**src/rtl/dft_stream_core_pkg.sv**
```systemverilog
// rtl/dft_stream_core_pkg.sv - shared types and helpers for the DFT stream core
package dft_pkg;

  typedef enum logic [1:0] {
    ST_LOAD = 2'd0,
    ST_CALC = 2'd1,
    ST_OUT  = 2'd2
  } dft_state_e;

  localparam logic MODE_FWD = 1'b0;
  localparam logic MODE_INV = 1'b1;

  function automatic int clog2(input int v);
    int r;
    for (r = 0; (1 << r) < v; r++) begin
    end
    return r;
  endfunction

  // Clamp a wide signed value into the signed range of a w-bit word.
  function automatic logic signed [63:0] saturate(input logic signed [63:0] x, input int w);
    logic signed [63:0] hi;
    logic signed [63:0] lo;
    hi = (64'sd1 <<< (w - 1)) - 64'sd1;
    lo = -(64'sd1 <<< (w - 1));
    if (x > hi) return hi;
    if (x < lo) return lo;
    return x;
  endfunction

endpackage

```
**src/rtl/dft_stream_core_if.sv**
```systemverilog
// rtl/dft_stream_core_if.sv - sample input and bin output handshake bundle
interface dft_stream_core_if #(
  parameter int W = 16
);
  logic                mode;
  logic                in_valid;
  logic                in_ready;
  logic signed [W-1:0] in_re;
  logic signed [W-1:0] in_im;
  logic                out_valid;
  logic                out_ready;
  logic signed [W-1:0] out_re;
  logic signed [W-1:0] out_im;
  logic                out_last;

  modport slave (
    input  mode, in_valid, in_re, in_im, out_ready,
    output in_ready, out_valid, out_re, out_im, out_last
  );

  modport master (
    output mode, in_valid, in_re, in_im, out_ready,
    input  in_ready, out_valid, out_re, out_im, out_last
  );
endinterface

```
**src/rtl/dft_twiddle_rom.sv**
```systemverilog
// rtl/dft_twiddle_rom.sv - registered cos/sin table, quantised Q1.(TW-1) at elaboration
module dft_twiddle_rom import dft_pkg::*; #(
  parameter int N  = 8,
  parameter int TW = 16
) (
  input  logic                   clk,
  input  logic [clog2(N)-1:0]    idx_i,
  output logic signed [TW-1:0]   cos_o,
  output logic signed [TW-1:0]   sin_o
);

  localparam real PI   = 3.14159265358979323846;
  localparam real SC   = 2.0 ** (TW - 1);
  localparam int  QMAX = (1 << (TW - 1)) - 1;
  localparam int  QMIN = -(1 << (TW - 1));

  logic signed [TW-1:0] cos_tab [N];
  logic signed [TW-1:0] sin_tab [N];

  // int'() rounds to nearest; cos(0) lands on 2^(TW-1) and is clamped.
  for (genvar i = 0; i < N; i++) begin : g_tab
    localparam real CR = $cos(2.0 * PI * i / N) * SC;
    localparam real SR = $sin(2.0 * PI * i / N) * SC;
    localparam int  CI = int'(CR);
    localparam int  SI = int'(SR);
    localparam int  CQ = (CI > QMAX) ? QMAX : ((CI < QMIN) ? QMIN : CI);
    localparam int  SQ = (SI > QMAX) ? QMAX : ((SI < QMIN) ? QMIN : SI);
    assign cos_tab[i] = TW'(CQ);
    assign sin_tab[i] = TW'(SQ);
  end

  always_ff @(posedge clk) begin
    cos_o <= cos_tab[idx_i];
    sin_o <= sin_tab[idx_i];
  end

endmodule

```
**src/rtl/dft_stream_core.sv**
```systemverilog
// rtl/dft_stream_core.sv - frame-buffered direct DFT/IDFT, one complex MAC per cycle
module dft_stream_core import dft_pkg::*; #(
  parameter int N         = 8,
  parameter int W         = 16,
  parameter int TW        = 16,
  parameter int SCALE_INV = 1
) (
  input logic             clk,
  input logic             rst_n,
  dft_stream_core_if.slave bus
);

  localparam int LOGN = clog2(N);
  localparam int PW   = W + TW;
  localparam int AW   = W + TW + LOGN + 1;
  localparam int SF   = TW - 1;
  localparam int SI   = TW - 1 + LOGN;
  localparam logic [LOGN-1:0] NM1 = LOGN'(N - 1);

  dft_state_e           state_q;
  logic [LOGN-1:0]      n_q, k_q, idx_q;
  logic                 iss_q, mac_v_q, mac_last_q, mode_q;
  logic                 in_ready_q, out_valid_q, out_last_q;
  logic signed [W-1:0]  buf_re_q [N];
  logic signed [W-1:0]  buf_im_q [N];
  logic signed [W-1:0]  xr_q, xi_q, out_re_q, out_im_q;
  logic signed [AW-1:0] acc_re_q, acc_im_q;

  logic signed [TW-1:0] cos_w, sin_w;
  logic signed [PW-1:0] p_rc, p_is, p_ic, p_rs;
  logic signed [AW-1:0] term_re_d, term_im_d, acc_re_d, acc_im_d, sh_re, sh_im;
  logic signed [W-1:0]  out_re_d, out_im_d;
  logic                 accept_in;

  // ROM output and xr_q/xi_q are both one cycle behind idx_q/n_q, so they line up.
  dft_twiddle_rom #(.N(N), .TW(TW)) u_rom (
    .clk   (clk),
    .idx_i (idx_q),
    .cos_o (cos_w),
    .sin_o (sin_w)
  );

  assign accept_in = (state_q == ST_LOAD) && bus.in_valid && in_ready_q;

  assign p_rc = PW'(xr_q) * PW'(cos_w);
  assign p_is = PW'(xi_q) * PW'(sin_w);
  assign p_ic = PW'(xi_q) * PW'(cos_w);
  assign p_rs = PW'(xr_q) * PW'(sin_w);

  assign term_re_d = (mode_q == MODE_INV) ? AW'(p_rc) - AW'(p_is) : AW'(p_rc) + AW'(p_is);
  assign term_im_d = (mode_q == MODE_INV) ? AW'(p_ic) + AW'(p_rs) : AW'(p_ic) - AW'(p_rs);
  assign acc_re_d  = acc_re_q + term_re_d;
  assign acc_im_d  = acc_im_q + term_im_d;

  assign sh_re    = (SCALE_INV != 0 && mode_q == MODE_INV) ? (acc_re_d >>> SI) : (acc_re_d >>> SF);
  assign sh_im    = (SCALE_INV != 0 && mode_q == MODE_INV) ? (acc_im_d >>> SI) : (acc_im_d >>> SF);
  assign out_re_d = W'(saturate(64'(sh_re), W));
  assign out_im_d = W'(saturate(64'(sh_im), W));

  always_ff @(posedge clk) begin
    if (accept_in) begin
      buf_re_q[n_q] <= bus.in_re;
      buf_im_q[n_q] <= bus.in_im;
    end
  end

  always_ff @(posedge clk or negedge rst_n) begin
    if (!rst_n) begin
      state_q     <= ST_LOAD;
      n_q         <= '0;
      k_q         <= '0;
      idx_q       <= '0;
      iss_q       <= 1'b0;
      mac_v_q     <= 1'b0;
      mac_last_q  <= 1'b0;
      mode_q      <= MODE_FWD;
      in_ready_q  <= 1'b0;
      out_valid_q <= 1'b0;
      out_last_q  <= 1'b0;
      out_re_q    <= '0;
      out_im_q    <= '0;
      xr_q        <= '0;
      xi_q        <= '0;
      acc_re_q    <= '0;
      acc_im_q    <= '0;
    end else begin
      case (state_q)
        ST_LOAD: begin
          in_ready_q <= 1'b1;
          if (accept_in) begin
            if (n_q == '0) mode_q <= bus.mode;
            n_q <= n_q + 1'b1;
            if (n_q == NM1) begin
              in_ready_q <= 1'b0;
              k_q        <= '0;
              idx_q      <= '0;
              acc_re_q   <= '0;
              acc_im_q   <= '0;
              iss_q      <= 1'b1;
              state_q    <= ST_CALC;
            end
          end
        end
        ST_CALC: begin
          mac_v_q    <= iss_q;
          mac_last_q <= iss_q && (n_q == NM1);
          if (iss_q) begin
            xr_q  <= buf_re_q[n_q];
            xi_q  <= buf_im_q[n_q];
            n_q   <= n_q + 1'b1;
            idx_q <= idx_q + k_q;
            if (n_q == NM1) iss_q <= 1'b0;
          end
          if (mac_v_q) begin
            acc_re_q <= acc_re_d;
            acc_im_q <= acc_im_d;
          end
          // The final term is folded straight into the registered output.
          if (mac_last_q) begin
            out_re_q    <= out_re_d;
            out_im_q    <= out_im_d;
            out_valid_q <= 1'b1;
            out_last_q  <= (k_q == NM1);
            state_q     <= ST_OUT;
          end
        end
        ST_OUT: begin
          if (bus.out_ready) begin
            out_valid_q <= 1'b0;
            out_last_q  <= 1'b0;
            if (k_q == NM1) begin
              k_q        <= '0;
              in_ready_q <= 1'b1;
              state_q    <= ST_LOAD;
            end else begin
              k_q      <= k_q + 1'b1;
              acc_re_q <= '0;
              acc_im_q <= '0;
              idx_q    <= '0;
              n_q      <= '0;
              iss_q    <= 1'b1;
              state_q  <= ST_CALC;
            end
          end
        end
        default: state_q <= ST_LOAD;
      endcase
    end
  end

  assign bus.in_ready  = in_ready_q;
  assign bus.out_valid = out_valid_q;
  assign bus.out_last  = out_last_q;
  assign bus.out_re    = out_re_q;
  assign bus.out_im    = out_im_q;

endmodule
```
**src/flat_wrapper.sv**
```systemverilog
// flat-port wrapper written by rule: the top's interface ports become plain ports
module dft_stream_core_flat import dft_pkg::*;
#(
  parameter int N         = 8,
  parameter int W         = 16,
  parameter int TW        = 16,
  parameter int SCALE_INV = 1
)
  (clk, rst_n, bus_mode, bus_in_valid, bus_in_re, bus_in_im, bus_out_ready, bus_in_ready, bus_out_valid, bus_out_re, bus_out_im, bus_out_last);
  dft_stream_core_if #(.W(W)) bus_i ();
  input logic clk;
  input logic rst_n;
  input wire logic [$bits(bus_i.mode)-1:0] bus_mode;
  input wire logic [$bits(bus_i.in_valid)-1:0] bus_in_valid;
  input wire logic [$bits(bus_i.in_re)-1:0] bus_in_re;
  input wire logic [$bits(bus_i.in_im)-1:0] bus_in_im;
  input wire logic [$bits(bus_i.out_ready)-1:0] bus_out_ready;
  output wire logic [$bits(bus_i.in_ready)-1:0] bus_in_ready;
  output wire logic [$bits(bus_i.out_valid)-1:0] bus_out_valid;
  output wire logic [$bits(bus_i.out_re)-1:0] bus_out_re;
  output wire logic [$bits(bus_i.out_im)-1:0] bus_out_im;
  output wire logic [$bits(bus_i.out_last)-1:0] bus_out_last;
  assign bus_i.mode = bus_mode;
  assign bus_i.in_valid = bus_in_valid;
  assign bus_i.in_re = bus_in_re;
  assign bus_i.in_im = bus_in_im;
  assign bus_i.out_ready = bus_out_ready;
  assign bus_in_ready = bus_i.in_ready;
  assign bus_out_valid = bus_i.out_valid;
  assign bus_out_re = bus_i.out_re;
  assign bus_out_im = bus_i.out_im;
  assign bus_out_last = bus_i.out_last;
  dft_stream_core #(.N(N), .W(W), .TW(TW), .SCALE_INV(SCALE_INV)) u_core (.clk(clk), .rst_n(rst_n), .bus(bus_i));
endmodule
```
**config.mk**
```make
export PLATFORM = sky130hd
export DESIGN_NAME = dft_stream_core_flat
export DESIGN_NICKNAME = d
export VERILOG_FILES = /design/src/rtl/dft_stream_core_pkg.sv /design/src/rtl/dft_stream_core_if.sv /design/src/rtl/dft_twiddle_rom.sv /design/src/rtl/dft_stream_core.sv /design/src/flat_wrapper.sv
export SDC_FILE = /design/constraint.sdc
export NUM_CORES = 2
export LEC_CHECK = 0
export BUFFER_PORTS_ARGS = -buffer_cell sky130_fd_sc_hd__buf_2
export CAP_MARGIN = 40
export CORE_MARGIN = 2
export CORE_UTILIZATION = 55
export DETAILED_ROUTE_END_ITERATION = 10
export PLACE_DENSITY = 0.78
export SETUP_SLACK_MARGIN = 0.1
export SYNTH_ARGS = -nofsm -noshare
export SYNTH_HDL_FRONTEND = slang
export SYNTH_SLANG_ARGS = --single-unit
```
**constraint.sdc**
```tcl
create_clock -name clk -period 15.1 [get_ports clk]
set_clock_uncertainty 0.05 [all_clocks]
set_input_delay 0 -clock clk [delete_from_list [all_inputs] [get_ports clk]]
set_output_delay 0 -clock clk [all_outputs]
set_load 0.02 [all_outputs]
```
==> run_results.csv <==
group,metric,value,unit
clocking,tritoncts,"built",
detailed_routing,avgRoutedWirePerCell,19.9,µm
clocking,cts.path.max_buffers,3,
logic_synthesis,syn-instance-count,5851,
clocking,htree_num_levels,2,
clocking,cts-resized-gates,0,
clocking,cts.reportedPaths.clkPinSlew,0.06,ns
sta,drv_slew,0,
detailed_routing,viasPerCell,5.71,
hold_path,hold_path_class,"input pin to flop",
placed_design,post_place_instance_area,61800,µm²
sta,post-route-period-util,91.6,%
sta,finalCriticalPeriod,13.83,ns
detailed_routing,drc,0,
clocking,clockRootBuffer,"clkbuf_16",
logic_synthesis,yosysWarnings,0,
floorplanning,placeableCoreArea,108000,µm²
detailed_routing,via_count,41900,
logic_synthesis,syn_area,59800,µm²
logic_synthesis,async_flop_share,36.7,%
clocking,clock_latency,0.65,ns
critical_path,critical_path_arrival,14.34,ns
critical_path,required_time_reported_for_the_critical_path_endpoint,15.60,ns
sta,setup_viol,0,
sta,measured_slew_at_the_worst_slew_check_pin,1.00,ns
logic_synthesis,ys_seq_area_share,19.6,%
final_layout,final_area,63600,µm²
logic_synthesis,ys_seq_elements,420,
placed_design,gp_congestion,0.950,
sta,fin_setup_tns,0,ns
global_routing,grt.total_usage,26.9,%
critical_path,critPathMaxStageDelay,0.94,ns
critical_path,criticalPathCategory,"flop to flop",
global_routing,global_route.overflow_total,0,
global_routing,grt_antenna_before_repair,5,
placed_design,port_buffers,71,
global_routing,global_route_wire_length_before_repair,236000,µm
clocking,cts-buffers-inserted,46,
sta,max_slew_margin,32.6,%
global_routing,first_global_vias,44400,
logic_synthesis,main_flop_type_after_synthesis,"edfxtp_1",
final_layout,synthToLayoutAreaGrowth,6.45,%
logic_synthesis,yosys.cell_types.count,106,
sta,rsz_0062_raised_after_global_routing,"false",
floorplanning,floorplan.initialDensity,55.6,%
floorplanning,die-area,111000,µm²
critical_path,cpMaxStageDelayCell,"dfxtp_1",
detailed_routing,drc_violation_total_after_the_first_tritonroute_iteration,2719,
sta,max_clock_freq,72.3,MHz
placed_design,dp_hpwl,118000,µm
floorplanning,die-height,334,µm
logic_synthesis,number_of_enable_type_register_cells_in_the_synthesized_netlist,256,
hold_path,hold_path.startpoint,"bus_out_ready",
clocking,number_of_sinks_on_the_clock_net,420,
status,result_of_the_run,"finished, final reports clean",
critical_path,setup.worst_path.start,"u_core.u_rom.sin_o[13]",
global_routing,grt_start_max_net_pins,73,
floorplanning,die-width,334,µm
final_layout,layout.cells.most_common_list,"1235 x inv_1, 983 x fa_1, 503 x ha_1",
detailed_routing,route.final.wire_length,146000,µm
detailed_routing,firstDrtPassIters,6,
detailed_routing,antenna_violating_nets_remaining,0,
critical_path,worst_r2r_startpoint,"u_core.u_rom.sin_o[13]",
critical_path,crit_path_frequent_cell,"fa_1",
critical_path,critPathLaunchType,"flop",
logic_synthesis,postSynthAreaPerCell,10.2,µm²
final_layout,layout_commonest_cell,"inv_1",
sta,finalHoldViolCount,0,
clocking,number_of_buffers_inserted_by_post_cts_setup_repair,0,
critical_path,end_kind,"flop",
floorplanning,row_count,120,
final_layout,nNetsFinal,7413,
logic_synthesis,postSynthNetCount,7374,
critical_path,cp_max_fo,25,
final_layout,final_layout_size_suffix_gt1_share,5.25,%
job,drv_cap,0,
floorplanning,io-pin-count,72,
## what timing repair did
item / CTS / global route
endpoints found under the hold margin: 352 / 0
setup endpoints to repair: 0 / 0
hold buffers: 39 / 0
## per-layer routing
layer  part of all wire [%]  vias to the layer above  track usage (%)
li1                       -                    19000                -
met1                     40                    21300             34.3
met2                     50                     1277             46.0
met3                    5.9                      295             4.12
met4                    4.8                        8             11.5
met5                  0.037                        -                0
## critical path, delay by kind of cell, from the launching register on
kind	cells	cell delay [ns]
multiplexers	1	0.41
buffers and inverters	3	0.15
flip-flops	1	0.94
AND/OR/NAND/NOR	12	3.42
XOR/XNOR	3	1.32
AO/OA/AOI/OAI	14	3.12
adder cells (fa/ha/maj)	9	4.34
## state kept, by name, summed over array words and instances, names as in the netlist, 2 cells and up
register,cells
u_core.k_q,3
u_core.idx_q,3
u_core.bus.out_re,16
u_core.xi_q,16
u_core.state_q,2
u_core.u_rom.sin_o,5
u_core.acc_re_q,36
u_core.xr_q,16
u_core.u_rom.cos_o,5
u_core.bus.out_im,16
u_core.acc_im_q,36
u_core.buf_im_q,128
u_core.n_q,3
u_core.buf_re_q,128
## cells in the mapped netlist (all sizes together) (25+ instances only)
cell,count,area share (%)
clkbuf,131,0.84
nor2b,35,0.37
nor2,243,1.5
fa,983,33
xnor2,242,3.6
and2,151,1.6
mux4,64,2.4
xor2,102,1.5
a21oi,264,2.2
o21ai,212,1.8
buf,34,0.31
o211ai,26,0.33
or3,31,0.32
a22o,33,0.48
a31oi,37,0.39
nor3,59,0.50
ha,503,11
o21bai,26,0.33
a21o,106,1.3
mux2i,48,0.80
edfxtp,256,13
nand2,383,2.4
a211oi,34,0.44
dfrtp,154,6.4
nand3,60,0.50
o21a,52,0.65
and3,25,0.26
nand2b,60,0.63
inv,1237,7.8
## cell type report
| cell class | instances | area [µm²] |
|---|---|---|
| repair buffers | 156 | 1240 |
| flip-flops and latches | 420 | 11800 |
| well taps | 1403 | 1760 |
| multi-input cells | 4027 | 42800 |
| clock buffers | 68 | 1260 |
| diodes | 2 | 5.00 |
| inverters | 1239 | 4650 |
| fillers | 8782 | 43900 |
| clock inverters | 14 | 189 |
## through the flow
stage | utilization (%) | setup slack (ns) | hold slack [ns] | instances
CTS | 59.2 | 1.41 | 0.0607 | 7326
detailed placement | 57.5 | 1.43 | -0.0924 | 7205
global route | 59.2 | 0.297 | 0.0983 | 7327
finish | 59.2 | 1.27 | 0.0863 | 7329
floorplan | - | 3.33 | -0.346 | 5851
global placement | 57.3 | 1.87 | -0.0951 | 7196
## kinds of logic (layout without fill, tap and decap cells)
group | after synthesis | in the layout | synth area share [%]
compound gates | 932 | 932 | 10.2
xor+xnor | 344 | 344 | 5.05
flops | 420 | 420 | 19.6
other cells | 0 | 2 | 0
mux | 120 | 120 | 3.37
fa+ha+maj | 1486 | 1486 | 43.4
buf+inv | 1404 | 1477 | 8.92
simple gates | 1145 | 1145 | 9.41
## final timing paths
kind / end / slack (ns) / cells past startpoint
max in group asynchronous: u_core.mode_q / 13.25 / 6
hold reg to reg: u_core.bus.out_re[0] / 0.42 / 1
min in group asynchronous: u_core.bus.out_re[5] / 0.41 / 4
hold / removal: u_core.state_q[1] / 0.09 / 3
setup / recovery: u_core.bus.out_re[6] / 1.27 / 42
setup reg to reg: u_core.bus.out_re[6] / 1.27 / 42
Power is not shown: default switching activity piles up to over one toggle a cycle in this logic, so the estimate is an artifact.
